`src/rtl/npu_buf_pkg.sv`:
```
// Shared constants and helpers for the NPU buffer family.
package npu_buf_pkg;

    // Overflow policy selectors
    localparam int OVF_DROP      = 0;
    localparam int OVF_OVERWRITE = 1;

    // Default geometry shared by NPU buffers
    localparam int NPU_BUF_DATA_W = 16;
    localparam int NPU_BUF_DEPTH  = 64;

    // Ceiling log2, usable in parameter expressions.
    // The loop is bounded so that it elaborates as a constant function.
    function automatic int clog2(input int n);
        int r;
        r = 0;
        for (int i = 0; i < 31; i++) begin
            if ((1 << i) < n) begin
                r = i + 1;
            end
        end
        return r;
    endfunction

endpackage

```
`src/rtl/npu_circ_ptr.sv`:
```
// Modulo-DEPTH pointer register with synchronous clear and increment.
module npu_circ_ptr
    import npu_buf_pkg::*;
#(
    parameter int   DEPTH = NPU_BUF_DEPTH,
    localparam int  PTR_W = (clog2(DEPTH) < 1) ? 1 : clog2(DEPTH)
) (
    input  logic             CLK,
    input  logic             npu_rst_n,
    input  logic             clr,
    input  logic             inc,
    output logic [PTR_W-1:0] ptr
);

    logic [PTR_W-1:0] ptr_q;
    logic [PTR_W-1:0] ptr_d;

    // Next pointer: clear wins, otherwise wrap DEPTH-1 -> 0 by explicit compare
    always_comb begin
        ptr_d = ptr_q;
        if (clr) begin
            ptr_d = '0;
        end else if (inc) begin
            ptr_d = (ptr_q == PTR_W'(DEPTH - 1)) ? '0 : ptr_q + PTR_W'(1);
        end
    end

    // Pointer state register
    always_ff @(posedge CLK or negedge npu_rst_n) begin
        if (!npu_rst_n) begin
            ptr_q <= '0;
        end else begin
            ptr_q <= ptr_d;
        end
    end

    assign ptr = ptr_q;

endmodule

```
`src/rtl/npu_circ_buf_param.sv`:
```
// Parametrised single-clock ring buffer with occupancy status,
// selectable overflow policy, sticky error flags and synchronous flush.
module npu_circ_buf_param
    import npu_buf_pkg::*;
#(
    parameter int  DATA_W    = NPU_BUF_DATA_W,
    parameter int  DEPTH     = NPU_BUF_DEPTH,
    parameter int  OVERWRITE = OVF_DROP,
    localparam int CNT_W     = clog2(DEPTH + 1)
) (
    input  logic              CLK,
    input  logic              npu_rst_n,
    input  logic              npu_circ_buf_flush,
    input  logic              npu_circ_buf_write_en,
    input  logic [DATA_W-1:0] npu_circ_buf_data_input,
    input  logic              npu_circ_buf_read_en,
    output logic [DATA_W-1:0] npu_circ_buf_data_output,
    output logic              npu_circ_buf_rd_valid,
    output logic              npu_circ_buf_full,
    output logic              npu_circ_buf_empty,
    output logic [CNT_W-1:0]  npu_circ_buf_count,
    output logic              npu_circ_buf_overflow,
    output logic              npu_circ_buf_underflow
);

    localparam int PTR_W  = (clog2(DEPTH) < 1) ? 1 : clog2(DEPTH);
    localparam bit OVW_EN = (OVERWRITE == OVF_OVERWRITE);

    logic [DATA_W-1:0] mem_q [DEPTH];

    logic [PTR_W-1:0]  wr_ptr;
    logic [PTR_W-1:0]  rd_ptr;

    logic [CNT_W-1:0]  count_q,    count_d;
    logic [DATA_W-1:0] dout_q,     dout_d;
    logic              rd_valid_q, rd_valid_d;
    logic              ovf_q,      ovf_d;
    logic              unf_q,      unf_d;

    logic full;
    logic empty;
    logic rd_acc;
    logic wr_acc;
    logic wr_evict;

    // Status is decoded from the registered count only, so it never glitches
    assign full  = (count_q == CNT_W'(DEPTH));
    assign empty = (count_q == '0);

    // Accept/reject decisions and next-state for count, read data and flags
    always_comb begin
        rd_acc     = npu_circ_buf_read_en & ~empty & ~npu_circ_buf_flush;
        // Overwrite-oldest only applies when full and no read frees a slot
        wr_evict   = npu_circ_buf_write_en & full & ~rd_acc & OVW_EN & ~npu_circ_buf_flush;
        wr_acc     = npu_circ_buf_write_en & ~npu_circ_buf_flush & (~full | rd_acc | wr_evict);

        count_d    = count_q;
        dout_d     = dout_q;
        rd_valid_d = 1'b0;
        ovf_d      = ovf_q;
        unf_d      = unf_q;

        if (npu_circ_buf_flush) begin
            count_d = '0;
            ovf_d   = 1'b0;
            unf_d   = 1'b0;
        end else begin
            // An evicting write replaces an entry, so occupancy stays at DEPTH
            if (wr_acc && !rd_acc && !wr_evict) begin
                count_d = count_q + CNT_W'(1);
            end else if (rd_acc && !wr_acc) begin
                count_d = count_q - CNT_W'(1);
            end
            if (rd_acc) begin
                dout_d     = mem_q[rd_ptr];
                rd_valid_d = 1'b1;
            end
            if (npu_circ_buf_write_en && full && !rd_acc) begin
                ovf_d = 1'b1;
            end
            if (npu_circ_buf_read_en && empty) begin
                unf_d = 1'b1;
            end
        end
    end

    // Control and output registers
    always_ff @(posedge CLK or negedge npu_rst_n) begin
        if (!npu_rst_n) begin
            count_q    <= '0;
            dout_q     <= '0;
            rd_valid_q <= 1'b0;
            ovf_q      <= 1'b0;
            unf_q      <= 1'b0;
        end else begin
            count_q    <= count_d;
            dout_q     <= dout_d;
            rd_valid_q <= rd_valid_d;
            ovf_q      <= ovf_d;
            unf_q      <= unf_d;
        end
    end

    // Storage array; contents are intentionally left unreset
    always_ff @(posedge CLK) begin
        if (wr_acc) begin
            mem_q[wr_ptr] <= npu_circ_buf_data_input;
        end
    end

    npu_circ_ptr #(.DEPTH(DEPTH)) u_wr_ptr (
        .CLK       (CLK),
        .npu_rst_n (npu_rst_n),
        .clr       (npu_circ_buf_flush),
        .inc       (wr_acc),
        .ptr       (wr_ptr)
    );

    // The read pointer also advances when an overwrite discards the oldest entry
    npu_circ_ptr #(.DEPTH(DEPTH)) u_rd_ptr (
        .CLK       (CLK),
        .npu_rst_n (npu_rst_n),
        .clr       (npu_circ_buf_flush),
        .inc       (rd_acc | wr_evict),
        .ptr       (rd_ptr)
    );

    assign npu_circ_buf_data_output = dout_q;
    assign npu_circ_buf_rd_valid    = rd_valid_q;
    assign npu_circ_buf_full        = full;
    assign npu_circ_buf_empty       = empty;
    assign npu_circ_buf_count       = count_q;
    assign npu_circ_buf_overflow    = ovf_q;
    assign npu_circ_buf_underflow   = unf_q;

endmodule

```
`config.mk`:
```
export PLATFORM = sky130hd
export DESIGN_NAME = npu_circ_buf_param
export DESIGN_NICKNAME = d
export VERILOG_FILES = /design/src/rtl/npu_buf_pkg.sv /design/src/rtl/npu_circ_ptr.sv /design/src/rtl/npu_circ_buf_param.sv
export SDC_FILE = /design/constraint.sdc
export NUM_CORES = 1
export LEC_CHECK = 0
export ABC_AREA = 1
export BUFFER_PORTS_ARGS = -buffer_cell sky130_fd_sc_hd__buf_2
export CAP_MARGIN = 25
export CORE_MARGIN = 2
export CORE_UTILIZATION = 60
export DETAILED_ROUTE_END_ITERATION = 10
export GPL_TIMING_DRIVEN = 0
export MAX_ROUTING_LAYER = met4
export PLACE_DENSITY = 0.74
export REMOVE_ABC_BUFFERS = 1
export SETUP_SLACK_MARGIN = 0.15
export SYNTH_ARGS = -nofsm -noshare
export SYNTH_HDL_FRONTEND = slang
export SYNTH_SLANG_ARGS = --single-unit
```
`constraint.sdc`:
```
create_clock -name CLK -period 5.9 [get_ports CLK]
set_clock_uncertainty 0.1 [all_clocks]
set_input_delay 0 -clock CLK [delete_from_list [all_inputs] [get_ports CLK]]
set_output_delay 0 -clock CLK [all_outputs]
set_load 0.02 [all_outputs]
```
; Yosys cells after proc, flatten, opt, wreduce, memory -nomap -nowiden
; Memory sizes are Yosys's and may differ from the RTL's. A register that Yosys moved wholly into a read port is not among the register bits.
; Index checks and enable logic that the tools add are counted.
[word_totals]
word_cells = 54
inputBits = 21
mem_bits_rw = 1024
n_memories = 1
ff_bits = 22
out_inout_bits = 28
[op_classes]
muxes = 17
eq_ne = 3
n_addsub = 4
n_bitwise = 8
reduce_logical = 15
[mem_list]
columns = name, words, width, rd, rd_clocked_by_memory_dff, wr, line
row1 = mem_q, 64, 16, 1, 1, 1, npu_circ_buf_param.sv:29  ; logic [DATA_W-1:0] mem_q [DEPTH];
[ops]
columns = cell, count
row1 = two-way mux 6 bit, 6
row2 = two-way mux 7 bit, 3
row3 = adder 6 x 1 -> 6 bit (second input constant), 2
row4 = == test 6 bit (second input constant), 2
row5 = two-way mux 1 bit, 8
row6 = nonzero test 2 bit, 4
row7 = adder 7 x 1 -> 7 bit (second input constant), 1
row8 = == test 7 bit (second input constant), 1
row9 = zero test 7 bit, 1
row10 = subtractor 7 x 1 -> 7 bit (second input constant), 1
row11 = logical AND 1 bit, 5
row12 = AND 1 bit, 4
row13 = zero test 1 bit, 3
row14 = inverter 1 bit, 3
row15 = nonzero test 3 bit, 1
row16 = AND reduction 2 bit, 1
row17 = OR 1 bit, 1

; Depth between registers and ports, before layout
; Gate-level depths: netlist of the first run.
[logic_depth]
depth_word = 11
depth_mapped = 16
mapped_depth_nobuf = 16

; Modules after synthesis
; A second synthesis of the first run with hierarchy kept.
[hier_totals]
cells_unflattened = 3682
area_unflattened_um2 = 43610.6
[by_module_without_submodules]
columns = module, area_each_um2, n_inst, seq_area_each_um2, cells_per_inst
row1 = npu_circ_buf_param, 42889.9, 1, 31400.1, 3590
row2 = npu_circ_ptr, 360.3, 2, 150.1, 46

; Worst setup path after synthesis of the first run
; No wires, ideal clock.
[synth_timing]
kind = reg2reg
startpoint = register count_q[1], in the netlist npu_circ_buf_count[1]
endpoint = memory mem_q[12][0] (netlist bit) (enable)
n_path_buf = 0
slack_ns = 3.283
t_arrival_ns = 2.129
stages_incl_launch_ff = 11
required_ns = 5.412
synth_period_minus_slack_ns = 2.617
setup_time_ns = 0.388
cell_sequence = dfrtp_1 -> inv_1 -> nand2_1 -> nor2_2 -> nand2_1 -> inv_1 -> nand2_1 -> nand2_2 -> clkinv_2 -> nand4_2 -> nor2_1
[synth_between]
elab_cells_between_ends = 10
classes_between = 1 x eq/ne / 2 x mux / 6 x bitwise / 1 x reduce/logical
[synth_rtl]
columns = item, line
row1 = "start, declared", npu_circ_buf_param.sv:34  ; logic [CNT_W-1:0] count_q, count_d;
row2 = "start signal, assigned", npu_circ_buf_param.sv:96  ; count_q <= count_d;
row3 = == test 7 bit, npu_circ_buf_param.sv:47  ; assign full = (count_q == CNT_W'(DEPTH));
row4 = net npu_circ_buf_full, npu_circ_buf_param.sv:19  ; output logic npu_circ_buf_full,
row5 = inverter 1 bit, npu_circ_buf_param.sv:55  ; wr_acc = npu_circ_buf_write_en & ~npu_circ_buf_flush & (~full | rd_acc | wr_evict);
row6 = OR 1 bit, npu_circ_buf_param.sv:55
row7 = AND 1 bit, npu_circ_buf_param.sv:55
row8 = two-way mux 1 bit, npu_circ_buf_param.sv:106  ; if (wr_acc) begin
row9 = two-way mux 1 bit (implied by the code), npu_circ_buf_param.sv:107  ; mem_q[wr_ptr] <= npu_circ_buf_data_input;
row10 = "end, declared", npu_circ_buf_param.sv:29
; The timed path passes the listed nets, and every way through them passes these cells.

==> run summary, run 1 <==
largest net degree at the start of global routing -> 155
Seq pwr share -> 0.480
Post CTS Setup Buffer Count -> 0
IO Count -> 49
RSZ-0062 raised after global routing -> false
Die Span Y -> 272.0 um
Synth Area in Simple Gates -> 0.2140
Vias -> 28.53k
area delta synth->final -> 13.13%
GRT Util Overall -> 0.3023
TritonCTS Buffers -> 105
GRT Residual Overflow -> 0
vias in the first global route -> 26.92k
post-layout instance area -> 48760 um^2
Core Util, Final -> 0.6844
share of cells above drive strength 1 -> 0.09394
final hold vios -> 0
H-tree depth -> 3
peak supply drop -> 0.4350 mV
Clock power frac -> 0.354
crit-path cells -> buf_16, inv_8, buf_16, buf_16, nand2_1, nand3_1, nand3_1, nand3_1, nand3_1, nand3_1, nand3_1, nand2_1
crit path time final -> 4.425 ns
Hold Worst Slack -> 0.1367 ns
CTS root buffer -> clkbuf_16
CTS tree -> built
final wirelength -> 107.7 mm
Synth Area in XOR/XNOR -> 0.001829
Hold Buf Count CTS -> 23
DR pass1 iterations -> 6
slew margin rel. -> 0.3399
max cap viols -> 0
Nets -> 3793
slowest CP cell -> dfrtp_4
core area -> 71240 um^2
crit-path most repeated cell -> nand3_1
Sw Share -> 0.2779
Int Power -> 12.79 mW
max incr delay on CP -> 0.72 ns
dpl cell area -> 45310 um^2
Syn Area/Cell -> 11.64 um^2
IO Port Bufs -> 48
Final Cycle Share -> 0.7499
Synthesis Warnings -> 0
combinational share of power -> 0.166
critical path launch point -> u_rd_ptr.ptr[0]
post-synthesis compound-gate area fraction -> 0.01826
Final ANT Viol Nets -> 0
Post-Synth Adder-Cell Area -> 0.002787
Leak -> 17.88 nW
Register Area -> 31710 um^2
Worst Path Required -> 6.39 ns
die area -> 73990 um^2
PostCTS Resize Cnt -> 0
Worst Tran Pin Value -> 0.9891 ns
routability cong. -> 0.9287
Startpoint Class -> flip-flop
global-route wire length before repair -> 161.9 mm
clk sinks -> 1062
clock latency on the worst-skew pair -> 0.65 ns
Die Width -> 272.0 um
top sig layer -> met4
CP Capture Type -> flip-flop
Seq cells post-synth -> 1062
post-synthesis mux area share -> 0
estimated wirelength of the detail-placed design -> 63.05 mm
Peak Freq -> 226.0 MHz
CP top delay family -> buffers and inverters
status -> finished, final reports clean
crit path kind -> reg -> reg
# fillers -> 4786
CTS Buffer Depth -> 3
synthesized area -> 43100 um^2
main combinational cell family by area after synthesis -> simple AND/OR/NAND/NOR gates
# DRC -> 0
WL/cell -> 22.47 um
drt initial violations -> 3817
Initial Utilization -> 0.6049
metal1 wirelength -> 41.49 mm
Worst Hold Class -> in -> reg
reg2reg start -> u_rd_ptr.ptr[0]
Seq/Total Area, Yosys -> 0.7356
FP Rows -> 98
crit path max fanout -> 154
Slew Limit Fails -> 0
CP arrival -> 4.92 ns
Worst-path clk slew -> 0.06 ns
HP Start -> npu_circ_buf_write_en
Vias/cell -> 5.951
power per standard cell area -> 363.1 nW/um^2
Netlist cell types -> 30
met2 routed wirelength -> 50.21 mm
Final setup viols -> 0
CP bufs+invs -> 4
initial antenna violation count -> 0
Sw Pwr -> 4.920 mW
Syn Inst Count -> 3704
Worst R2R Setup Slack -> 1.48 ns
area of the multi-input gates -> 10370 um^2
routed wl met3 -> 11.89 mm
## per-layer routing
layer | vias up | track usage
li1 | 12990 | -
met1 | 13640 | 0.4097
met2 | 1638 | 0.4583
met3 | 263 | 0.05669
met5 | - | -
met4 | 0 | 0.1206
## kinds of logic (layout without fill, tap and decap cells)
group	count (synthesis)	in the layout
AND/OR/NAND/NOR	2224	2224
other	0	1
adder cells (fa/ha/maj)	9	9
buffers and inverters	245	384
flip-flops	1062	1062
XOR/XNOR	9	9
AO/OA/AOI/OAI	155	155
## cell usage after synthesis (all sizes together)
master  number  area share
o21ai       11      0.0013
ha           8      0.0023
dfrtp       38       0.022
edfxtp    1024        0.71
nor2        91      0.0080
fa           1     0.00046
nor4         1     0.00015
inv         29      0.0025
xor2         5      0.0010
nand3      622       0.072
o22ai        8      0.0012
xnor2        4     0.00081
a31oi        1     0.00015
nand3b       2     0.00035
nor3         4     0.00046
a21oi      135       0.016
clkbuf      60      0.0052
nand2     1495        0.13
buf        151       0.019
nand4        9      0.0023
clkinv       5     0.00046
## worst paths after layout
kind	to	depth (start not counted)
max	npu_circ_buf_data_output[2]	12
min	npu_circ_buf_overflow	4
max reg2reg	npu_circ_buf_data_output[2]	12
min reg2reg	npu_circ_buf_data_output[0]	2
max in group asynchronous	u_rd_ptr.ptr[1]	4
min in group asynchronous	npu_circ_buf_data_output[5]	3
## power by group through the flow
| stage | logic (mW) | clock network [mW] | registers [mW] |
|---|---|---|---|
| 2_1_floorplan | 1.90 | 0 | 8.88 |
| 3_3_place_gp | 2.70 | 0 | 8.92 |
| 3_5_place_dp | 2.87 | 0 | 8.65 |
| 4_1_cts | 2.90 | 6.29 | 8.50 |
| 5_1_grt | 3.24 | 6.59 | 8.51 |
| 6_report | 2.94 | 6.26 | 8.50 |
## worst register-to-register path, cell delays in order, from the launching register on
cell and delay, ns:
dfrtp_4 0.72, buf_16 0.34, inv_8 0.65, buf_16 0.52
buf_16 0.51, nand2_1 0.33, nand3_1 0.11, nand3_1 0.13
nand3_1 0.16, nand3_1 0.30, nand3_1 0.23, nand3_1 0.16
nand2_1 0.10
## cell usage in the layout (no fill, tap or decap), drive strengths merged
cell type       n
nand2        1495
edfxtp       1024
nand3         622
clkbuf        141
buf           141
a21oi         135
nor2           91
clkinv         39
dfrtp          38
inv            32
dlygate4sd3    22
o21ai          11
nand4           9
o22ai           8
ha              8
xor2            5
clkinvlp        5
nor3            4
xnor2           4
bufinv          4
nand3b          2
diode           1
a31oi           1
nor4            1
fa              1
## stage by stage
stage          std cells  power (mW)  setup slack (ns)  TNS [ns]
2_1_floorplan       3493       10.79            -14.69   -288.52
3_3_place_gp        4491       11.62            -39.67   -776.38
3_5_place_dp        4583       11.53             1.654         0
4_1_cts             4793       17.69             1.652         0
5_1_grt             4793       18.34             1.243         0
6_report            4794       17.71             1.475         0
## flip-flops by register name, summed over array words and instances (netlist names)
name and count:
npu_circ_buf_overflow 1, npu_circ_buf_count 7, u_rd_ptr.ptr 6, npu_circ_buf_data_output 16, npu_circ_buf_rd_valid 1, npu_circ_buf_underflow 1
mem_q 1024, u_wr_ptr.ptr 6
## layout make-up
type,count,area share
inverter,34,0.003105
timing repair buffer,163,0.04373
sequential,1062,0.6504
antenna,1,0.00005132
clock inverter,46,0.006723
tap,950,0.02438
multi-input combinational,2397,0.2126
clock buffer,141,0.05897
Power figures use the tool's default switching activity.
==> run 2: changes to the inputs <==
- ABC_AREA: 1 -> 0
- CORE_UTILIZATION: 60 -> 57
- clock period: 5.9 -> 3.6 ns (I/O delays scaled with it)
==> run 2 against run 1 <==
Maximum frequency increased by 26%. Critical path depth fell by 5. Worst hold slack improved by 0.041 ns. Global-route usage fell by 3.7 points. Clock power is 66% higher. Power is 56% higher. Die area is 1.3% higher. Synthesized cell count shrank 44%. Largest power group unchanged. First-iteration DRC count down 33%. Wire length shrank 12%. Critical path type unchanged. Flip-flop and latch count stayed put. Final cell count shrank 32%. Largest cell class unchanged.
==> run summary, run 2 <==
peak supply drop -> 0.6956 mV
die area -> 74920 um^2
slew margin rel. -> 0.2827
Seq/Total Area, Yosys -> 0.7645
non-filler cells, final -> 3276
GRT Util Overall -> 0.2652
IO Count -> 49
Slew Limit Fails -> 0
Final ANT Viol Nets -> 0
CTS Buffer Depth -> 3
Vias/cell -> 6.500
dpl cell area -> 43840 um^2
Final setup viols -> 0
Syn Inst Count -> 2089
routability cong. -> 0.8336
max reg flops -> 1024
post-synthesis mux area share -> 0.1422
final hold vios -> 0
Syn Area/Cell -> 19.85 um^2
crit-path cells -> nor4_2, a41oi_1, buf_4, nor2b_1, nand3b_1, nor2_2, buf_8
synthesized area -> 41460 um^2
Startpoint Class -> flip-flop
final wirelength -> 94.79 mm
Synthesis Warnings -> 0
status -> finished, final reports clean
Register Area -> 31720 um^2
r2r endpoint -> mem_q[42][15]
Synth Area in XOR/XNOR -> 0.002112
critical path launch point -> npu_circ_buf_count[0]
Worst Tran Pin Value -> 1.076 ns
Post-Synth Adder-Cell Area -> 0.002897
CP arrival -> 3.76 ns
initial antenna violation count -> 0
most numerous cell in the Yosys netlist -> edfxtp_1
crit path kind -> reg -> reg
crit path max fanout -> 11
number of flops mapped to enable cells by yosys -> 1024
FF-to-FF path depth -> 7
reg2reg start -> npu_circ_buf_count[0]
CP Capture Type -> flip-flop
CTS tree -> built
clk sinks -> 1062
DR pass1 iterations -> 8
Nets -> 2276
CP top delay family -> simple AND/OR/NAND/NOR gates
power per standard cell area -> 578.9 nW/um^2
Core Util, Final -> 0.6649
global-route wire length before repair -> 139.8 mm
vias in the first global route -> 21.26k
Worst Path Required -> 3.86 ns
FP Rows -> 98
Levels on crit path -> 7
largest net degree at the start of global routing -> 65
drt initial violations -> 2561
Initial Utilization -> 0.5780
Worst R2R Setup Slack -> 0.1 ns
# DRC -> 0
dominant cell type by area after synthesis -> edfxtp_1
CTS root buffer -> clkbuf_16
Leak -> 14.95 nW
Die Width -> 273.7 um
dpl cells -> 3055
main combinational cell family by area after synthesis -> multiplexers
post-synth top area share -> 0.7416
crit path time final -> 3.503 ns
GRT Residual Overflow -> 0
Final Cycle Share -> 0.9730
Peak Freq -> 285.5 MHz
register with the most flip-flops -> mem_q
asr flop ratio synth -> 0.03578
area delta synth->final -> 15.02%
max incr delay on CP -> 0.68 ns
post-layout instance area -> 47690 um^2
Synth Area in Simple Gates -> 0.02827
crit path capture -> mem_q[42][15]
clock latency on the worst-skew pair -> 0.66 ns
CP bufs+invs -> 2
Die Span Y -> 273.7 um
H-tree depth -> 3
Worst-path clk slew -> 0.06 ns
slowest CP cell -> nand3b_1
Netlist cell types -> 59
post-synthesis compound-gate area fraction -> 0.04161
RSZ-0062 raised after global routing -> true
estimated wirelength of the detail-placed design -> 56.22 mm
Seq cells post-synth -> 1062
IO Port Bufs -> 48
max cap viols -> 0
commonest non-fill, non-tap cell in the layout -> edfxtp_1
# fillers -> 4395
area of the multi-input gates -> 9278 um^2
Vias -> 21.30k
dominant synthesized flop cell -> edfxtp_1
most frequent cells after synthesis -> edfxtp_1 (1024), mux2i_1 (221), mux4_2 (163)
most frequent cells in the layout -> edfxtp_1 (1024), mux2i_1 (221), mux4_2 (163), clkbuf_16 (103), nor2_1 (70)
n_diodes -> 0
TritonCTS Buffers -> 100
WL/cell -> 28.94 um
Area contributors post-synth -> edfxtp_1 (74%), mux4_2 (8.9%), mux2i_1 (5.3%)
core area -> 71730 um^2
share of cells above drive strength 1 -> 0.2365
Worst Hold Class -> in -> async
-- run 2: area by class of cell --
cell class / count / share of cell area
inverters: 9 / 0.0007083
flip-flops and latches: 1062 / 0.6650
well taps: 950 / 0.02492
clock inverters: 61 / 0.01141
repair buffers: 177 / 0.04733
multi-input cells: 896 / 0.1945
clock buffers: 121 / 0.05609
-- run 2: kinds of logic (layout without fill, tap and decap cells) --
logic type / Yosys count / after routing
mux: 385 / 385
simple gates: 256 / 256
compound gates: 236 / 236
flops: 1062 / 1062
buf+inv: 131 / 368
fa+ha+maj: 9 / 9
xor+xnor: 10 / 10
-- run 2: where the power goes --
part / internal, mW / leakage, nW / switching (mW)
registers: 13.7 / 9.69 / 0.208
logic: 1.49 / 3.70 / 1.86
clock network: 5.98 / 1.56 / 4.37
-- run 2: worst min-delay path, stage by stage --
cell,delay (ns)
dlygate4sd3_1,0.53
dlygate4sd3_1,0.54
buf_2,0.20
-- run 2: repair_timing --
action / CTS / global route
endpoints found under the hold margin: 393 / 391
gates resized for setup: 7 / 13
hold buffers: 16 / 9
setup endpoints to repair: 24 / 119
setup buffers: 4 / 0
-- run 2: worst min-delay path by stage --
stage,start,endpoint,depth (start not counted)
final,npu_rst_n,u_wr_ptr.ptr[2],3
after CTS,npu_circ_buf_data_input[9],mem_q[41][9],1
after detailed placement,npu_rst_n,npu_circ_buf_count[0],1
after global placement,npu_rst_n,npu_circ_buf_overflow,1
after floorplan,npu_rst_n,npu_circ_buf_count[0],0
after global routing,npu_rst_n,u_wr_ptr.ptr[2],3
-- run 2: routing by layer --
layer  wire [um]  GRT usage
met5           0          -
met4        2832    0.08484
met3        8095    0.04132
met2       46740     0.4185
met1       37130     0.3599
-- run 2: through the flow --
stage	setup WS (ns)	total power [mW]	hold slack [ns]	TNS, ns
floorplan	-11.66	16.51	-0.3956	-239.74
global placement	-20.00	16.96	0.07162	-981.70
detailed placement	-0.4002	17.38	0.1089	-2.528
CTS	0.1961	27.68	0.07684	0
global route	0.01664	28.40	0.1747	0
finish	0.09728	27.61	0.1780	0
